### src/rtl/smm_feeder.sv
// Operand issuer / result collector for the Strassen 2x2 block multiplier.
// Optional zero-operand skip enabled by defining SMM_FEEDER_ZEROSKIP_EN.
module smm_feeder #(
   parameter int unsigned DATAWIDTH  = 128,
   parameter int unsigned BLOCKSIZE  = 32,
   parameter int unsigned RESULT_LAT = 2
) (
   input  logic                 clk,
   input  logic                 rst,
   input  logic                 in_valid,
   output logic                 in_ready,
   input  logic [BLOCKSIZE-1:0] in_data,
   input  logic                 in_mode,
   output logic [DATAWIDTH-1:0] A,
   output logic [DATAWIDTH-1:0] B,
   output logic                 load,
   output logic                 sel,
   input  logic [DATAWIDTH-1:0] C_in,
   output logic                 res_valid,
   input  logic                 res_ready,
   output logic [DATAWIDTH-1:0] res_data,
   output logic                 res_mode,
   output logic                 busy
);

   localparam int unsigned WCW = (RESULT_LAT < 2) ? 1 : $clog2(RESULT_LAT + 1);

   typedef enum logic [1:0] {FILL, ISSUE, WAIT, HOLD} state_e;

   state_e               state_q, state_d;
   logic [2:0]           cnt_q, cnt_d;
   logic [WCW-1:0]       wcnt_q, wcnt_d;
   logic [DATAWIDTH-1:0] a_q, a_d, b_q, b_d, res_data_q, res_data_d;
   logic                 sel_q, sel_d;
   logic                 in_ready_q, in_ready_d;
   logic                 load_q, load_d;
   logic                 res_valid_q, res_valid_d;
   logic                 busy_q, busy_d;
   logic                 accept;

   // Next-state, datapath and registered-output decode
   always_comb begin
      state_d    = state_q;
      cnt_d      = cnt_q;
      wcnt_d     = wcnt_q;
      a_d        = a_q;
      b_d        = b_q;
      sel_d      = sel_q;
      res_data_d = res_data_q;
      accept     = in_valid && in_ready_q;

      case (state_q)
         FILL: begin
            if (accept) begin
               for (int unsigned k = 0; k < 4; k++) begin
                  if (cnt_q[1:0] == 2'(k)) begin
                     if (cnt_q[2]) b_d[k*BLOCKSIZE +: BLOCKSIZE] = in_data;
                     else          a_d[k*BLOCKSIZE +: BLOCKSIZE] = in_data;
                  end
               end
               if (cnt_q == 3'd0) sel_d = in_mode;
               if (cnt_q == 3'd7) begin
                  cnt_d   = 3'd0;
                  state_d = ISSUE;
`ifdef SMM_FEEDER_ZEROSKIP_EN
                  // A zero operand block makes the product zero; skip the multiplier
                  if ((a_d == '0) || (b_d == '0)) begin
                     state_d    = HOLD;
                     res_data_d = '0;
                  end
`endif
               end else begin
                  cnt_d = cnt_q + 3'd1;
               end
            end
         end
         ISSUE: begin
            state_d = WAIT;
            wcnt_d  = WCW'(RESULT_LAT);
         end
         WAIT: begin
            wcnt_d = wcnt_q - WCW'(1);
            if (wcnt_q == WCW'(1)) begin
               res_data_d = C_in;
               state_d    = HOLD;
            end
         end
         HOLD: begin
            if (res_valid_q && res_ready) state_d = FILL;
         end
         default: state_d = FILL;
      endcase

      in_ready_d  = (state_d == FILL);
      load_d      = (state_d == ISSUE);
      res_valid_d = (state_d == HOLD);
      busy_d      = !((state_d == FILL) && (cnt_d == 3'd0));
   end

   always_ff @(posedge clk or negedge rst) begin
      if (!rst) begin
         state_q     <= FILL;
         cnt_q       <= '0;
         wcnt_q      <= '0;
         a_q         <= '0;
         b_q         <= '0;
         sel_q       <= 1'b0;
         res_data_q  <= '0;
         in_ready_q  <= 1'b0;
         load_q      <= 1'b0;
         res_valid_q <= 1'b0;
         busy_q      <= 1'b0;
      end else begin
         state_q     <= state_d;
         cnt_q       <= cnt_d;
         wcnt_q      <= wcnt_d;
         a_q         <= a_d;
         b_q         <= b_d;
         sel_q       <= sel_d;
         res_data_q  <= res_data_d;
         in_ready_q  <= in_ready_d;
         load_q      <= load_d;
         res_valid_q <= res_valid_d;
         busy_q      <= busy_d;
      end
   end

   assign in_ready  = in_ready_q;
   assign A         = a_q;
   assign B         = b_q;
   assign load      = load_q;
   assign sel       = sel_q;
   assign res_valid = res_valid_q;
   assign res_data  = res_data_q;
   assign res_mode  = sel_q;
   assign busy      = busy_q;

endmodule
### config.mk
export PLATFORM = sky130hd
export DESIGN_NAME = smm_feeder
export DESIGN_NICKNAME = d
export VERILOG_FILES = /design/src/rtl/smm_feeder.sv
export SDC_FILE = /design/constraint.sdc
export NUM_CORES = 1
export LEC_CHECK = 0
export ABC_AREA = 1
export BUFFER_PORTS_ARGS = -buffer_cell sky130_fd_sc_hd__buf_4
export CAP_MARGIN = 20
export CORE_AREA = 2 2 218 220
export DETAILED_ROUTE_END_ITERATION = 16
export DIE_AREA = 0 0 220 222
export SYNTH_ARGS = -nofsm -noshare
export SYNTH_HDL_FRONTEND = slang
export SYNTH_SLANG_ARGS = --single-unit
### constraint.sdc
create_clock -name clk -period 1.92 [get_ports clk]
set_clock_uncertainty 0.05 [all_clocks]
set_input_delay 0.288 -clock clk [delete_from_list [all_inputs] [get_ports clk]]
set_output_delay 0.288 -clock clk [all_outputs]
set_load 0.03 [all_outputs]
Word-level counts from Yosys, hierarchy flattened
Index checks and enable logic that the tools add are counted.
{"block": "totals", "reg_bits": 396, "in_bits": 165, "out_inout_bits": 390, "wordCells": 59}
{"block": "op_classes", "n_addsub": 2, "eq_ne": 10, "n_mux": 9, "bitwise": 1, "reduce_logical": 20}
{"op": "$reduce_and 4->1", "count": 8}
{"op": "$eq 2x2->1 const B", "count": 5}
{"op": "$mux 3", "count": 3}
{"op": "$eq 2x1->1 const B", "count": 4}
{"op": "$mux 2", "count": 4}
{"op": "$pmux 2 s4", "count": 1}
{"op": "$logic_not 2->1", "count": 3}
{"op": "$logic_not 3->1", "count": 2}
{"op": "$pmux 2 s2", "count": 1}
{"op": "$add 3x1->3 const B", "count": 1}
{"op": "$eq 3x3->1 const B", "count": 1}
{"op": "$logic_and 1x1->1", "count": 3}
{"op": "$reduce_and 3->1", "count": 1}
{"op": "$reduce_and 2->1", "count": 1}
{"op": "$reduce_bool 2->1", "count": 1}
{"op": "$sub 2x1->2 const B", "count": 1}
{"op": "$logic_not 1->1", "count": 1}
{"op": "$not 1->1", "count": 1}

Depth between registers and ports, before layout
{"block": "depth", "ltp_word": 7, "mapped_depth": 9, "mapped_depth_nobuf": 9}

Worst setup path before layout
No wires, ideal clock.
{"block": "synth_path", "path_kind": "reg-to-reg", "startpoint": "register state_q[0]", "endpoint": "register res_data_q[117], in the netlist res_data[117]", "setup_time_ns": 0.125, "t_arrival_ns": 1.469, "required_ns": 1.745, "setup_slack_ns": 0.277, "path_stages_with_launch": 7, "path_buffers": 2, "synth_period_minus_slack_ns": 1.643, "path_cell_list": "dfrtp_1 > inv_1 > ha_1 > nand2_1 > buf_4 > buf_2 > mux2_2"}
{"block": "synth_via", "elab_chain_len": 2}
{"item": "from (decl)", "line": "30", "text": "state_e state_q, state_d;"}
{"item": "from (signal assigned)", "line": "114", "text": "state_q <= state_d;"}
{"item": "$eq 2x2->1", "line": "52", "text": "case (state_q)"}
{"item": "$reduce_and 2->1 (no source line)"}
{"item": "to (signal assigned)", "line": "120", "text": "res_data_q <= res_data_d;"}
{"item": "to (decl)", "line": "33", "text": "logic [DATAWIDTH-1:0] a_q, a_d, b_q, b_d, res_data_q, res_data_d;"}
No other way between the ends.
A chain may end at the register's enable or synchronous reset.

Worst setup path in the final report
{"block": "layout_path", "startpoint": "register state_q[0]", "endpoint": "register a_q[77], in the netlist A[77]"}
{"block": "layout_via", "elab_chain_len": 2}
{"item": "$logic_not 2->1", "line": "52"}
{"item": "$reduce_and 4->1 (no source line)"}
{"item": "to (signal assigned)", "line": "105", "text": "a_q <= '0;"}
{"item": "to (signal assigned)", "line": "117", "text": "a_q <= a_d;"}
{"item": "to (decl)", "line": "33"}
No other way between the ends.

==> summary.md <==
| Metric | Value |
|---|---|
| Via density | 4.56 |
| Placer Congestion | 0.838 |
| CTS tree | built |
| Layout area overhead | 50.5% |
| Mean area per synthesized cell | 12.3 sq um |
| Grt total ovfl | 0 |
| All-layer global routing usage | 0.200 |
| Post-synthesis cell count | 1217 |
| Mapped Nets | 1392 |
| Worst min path class | input pin to flop |
| CTS root buf | clkbuf_16 |
| Clk_lat worst skew | 0.55 ns |
| P_leak | 11.3 nW |
| Internal | 24.8 mW |
| TritonCTS buffer count | 44 |
| Tmin final | 1.80 ns |
| Routed WL per cell | 19.4 um |
| Area of the multi-input gates | 0.00435 sq mm |
| Core Rows | 79 |
| CP Launch Type | flop |
| Placed wire-length estimate | 35.3 mm |
| Seq pwr share | 0.337 |
| Hold Crit Depth | 4 |
| DRT antenna net count | 0 |
| Clock share of power | 0.191 |
| Die area | 0.0488 sq mm |
| Number of buffers added on ports | 554 |
| Worst EP arrival | 2.15 ns |
| Setup TNS | 0 ns |
| DRT Pass-1 Iters | 5 |
| P_sw | 18.3 mW |
| Vias in the first global route | 12063 |
| Reg2reg end | A[77] |
| Pin count of the biggest net entering global routing | 65 |
| Hold_ws | 0.0517 ns |
| RR Startpoint | state_q[0] |
| Most frequent cells in the layout | buf_4, dfrtp_1, nand2_1, o21ai_1, dlygate4sd3_1 |
| CP max FO | 64 |
| Net switching share of the total power | 0.425 |
| Final worst setup slack | 0.123 ns |
| CP delay by family, top | buffers and inverters |
| Worst R2R Setup Slack | 0.12 ns |
| Num Clock Sinks | 396 |
| Height of the chip | 222 um |
| PD cells | 1910 mW/mm^2 |
| Worst slew pin tran | 0.635 ns |
| Final nets | 2091 |
| Req. time, crit path | 2.27 ns |
| Share of cells above drive strength 1 | 0.436 |
| Final setup vio count | 0 |
| Crit share post-route | 0.936 |
| Status | completed |
| Clk buf depth | 3 |
| CTS H-tree lvls | 2 |
| Max stage delay cell, worst path | dfrtp_1 |
| CTS resizes | 0 |
| I/O Pins | 555 |
| CP Capture Type | flop |
| Min-delay src | in_valid |
| Commonest non-fill, non-tap cell in the layout | buf_4 |
| Logic gate share of total power | 0.473 |
| Worst slew margin | 0.576 |
| First-pass GRT wire length | 74.0 mm |
| R2R cell count | 8 |
| Seq cells post-synth | 396 |
| Core Area | 0.0463 sq mm |
| CP Cell Sequence | inv_1 -> ha_1 -> nand2_1 -> inv_1 -> nand2_4 -> buf_12 -> nand2_1 -> o21ai_0 |
| Dpl cell area | 0.0198 sq mm |
| Slowest cell delay on critical path | 0.39 ns |
| Final instance area | 0.0225 sq mm |
| Initial Utilization | 0.324 |
| Yosys warnings | 0 |
| Slew Viols, Final | 0 |
| Die X | 220 um |
| RSZ-0062 raised after global routing | no |
| Netlist cell types | 19 |
| Peak supply drop | 1.31 mV |
| Critical path class | flop to flop |
| Sequential area share after synthesis | 0.662 |
| DRT iter0 DRCs | 785 |
| Initial antenna violation count | 1 |
| Crit path buf inv count | 3 |
| Residual DRC count | 0 |
| Worst-path clk slew | 0.06 ns |
| Synth Cell Area | 0.0150 sq mm |
| Setup bufs post-CTS | 0 |
| Layout fillers | 4145 |
| Hold Path Sink | cnt_q[1] |
| Fmax | 0.556 GHz |
| Vias | 11637 |
| Final hold vios | 0 |
| Max Cap Viol | 0 |
| Seq. cell area | 0.00991 sq mm |
| Final wirelength | 49.4 mm |
| Pre-CTS setup slack | 0.151 ns |
## cells by family (layout without fill, tap and decap cells)
kind of cell / count (synthesis) / count (layout) / synth area share
buffers and inverters: 116 / 841 / 0.0483
AO/OA/AOI/OAI: 261 / 261 / 0.101
adder cells (fa/ha/maj): 10 / 10 / 0.00836
flip-flops: 396 / 396 / 0.662
other: 0 / 1 / 0
multiplexers: 128 / 128 / 0.0963
AND/OR/NAND/NOR: 306 / 306 / 0.0840
## worst reg2reg max path, cell delays in order, from the launching register on
cell,delay [ns]
dfrtp_1,0.39
inv_1,0.15
ha_1,0.30
nand2_1,0.08
inv_1,0.16
nand2_4,0.07
buf_12,0.17
nand2_1,0.19
o21ai_0,0.10
## state kept, by name (all words and copies together), names as in the netlist
register	flops
A	128
B	128
busy	1
cnt_q	3
in_ready	1
load	1
res_data	128
res_mode	1
res_valid	1
state_q	2
wcnt_q	2
## power by group through the flow
stage | clock network [mW] | registers, mW | logic (mW)
after CTS | 8.43 | 14.5 | 20.6
final | 8.21 | 14.5 | 20.4
after floorplan | 0 | 21.7 | 4.44
after global routing | 8.82 | 15.0 | 21.5
after global placement | 0 | 14.4 | 20.1
after detailed placement | 0 | 14.6 | 20.3
## Yosys cell counts
| master | instances | area (sq um) |
|---|---|---|
| nand3_1 | 5 | 25.0 |
| buf_4 | 3 | 22.5 |
| nand4_1 | 1 | 6.26 |
| dfrtp_1 | 396 | 9910 |
| buf_2 | 28 | 140 |
| o21ai_0 | 23 | 115 |
| nor2_8 | 2 | 40.0 |
| o21ai_2 | 56 | 490 |
| clkbuf_2 | 1 | 5.00 |
| o21ai_1 | 180 | 901 |
| nand2_1 | 282 | 1060 |
| nand2_4 | 9 | 101 |
| mux2_2 | 128 | 1440 |
| ha_1 | 10 | 125 |
| nor2_1 | 7 | 26.3 |
| buf_6 | 32 | 360 |
| inv_2 | 1 | 3.75 |
| inv_1 | 51 | 191 |
| a21oi_1 | 2 | 10.0 |
## worst max path at each step
| stage | startpoint | cells after the start | slack [ns] | end |
|---|---|---|---|---|
| 2_1_floorplan | state_q[0] | 6 | 0.28 | res_data[117] |
| 3_3_place_gp | state_q[0] | 5 | 0.20 | res_data[18] |
| 3_5_place_dp | state_q[0] | 5 | 0.15 | res_data[17] |
| 4_1_cts | state_q[0] | 5 | 0.12 | res_data[17] |
| 5_1_grt | state_q[0] | 8 | 0.004 | A[99] |
| 6_report | state_q[0] | 8 | 0.12 | A[77] |
## area by class of cell
type / count / area share
antenna: 1 / 0.000111
multi-input combinational: 705 / 0.193
clock inverter: 7 / 0.00416
timing repair buffer: 717 / 0.263
tap: 607 / 0.0337
sequential: 396 / 0.440
clock buffer: 65 / 0.0577
inverter: 52 / 0.00866
## per-layer routing
layer  routed length (um)  up-vias  track usage  part of all wire
li1                     -     5442            -                 -
met1                19500     5717        0.239              0.40
met2                25300      374        0.346              0.51
met3                 2720      104       0.0442             0.055
met4                 1880        0       0.0797             0.038
met5                    0        -            0                 0
## per-stage QoR
| step | std cells | utilization | total power, mW |
|---|---|---|---|
| 6_report | 2550 | 0.487 | 43.1 |
| 2_1_floorplan | 1217 | - | 26.1 |
| 4_1_cts | 2549 | 0.487 | 43.5 |
| 5_1_grt | 2550 | 0.487 | 45.3 |
| 3_3_place_gp | 2347 | 0.429 | 34.5 |
| 3_5_place_dp | 2347 | 0.429 | 34.9 |
## what timing repair did
action,4_1_cts,5_1_grt
endpoints found under the hold margin,165,0
hold buffers,130,0
endpoints found under the setup margin,0,0
Note: power is estimated with default switching activity, not from simulation.
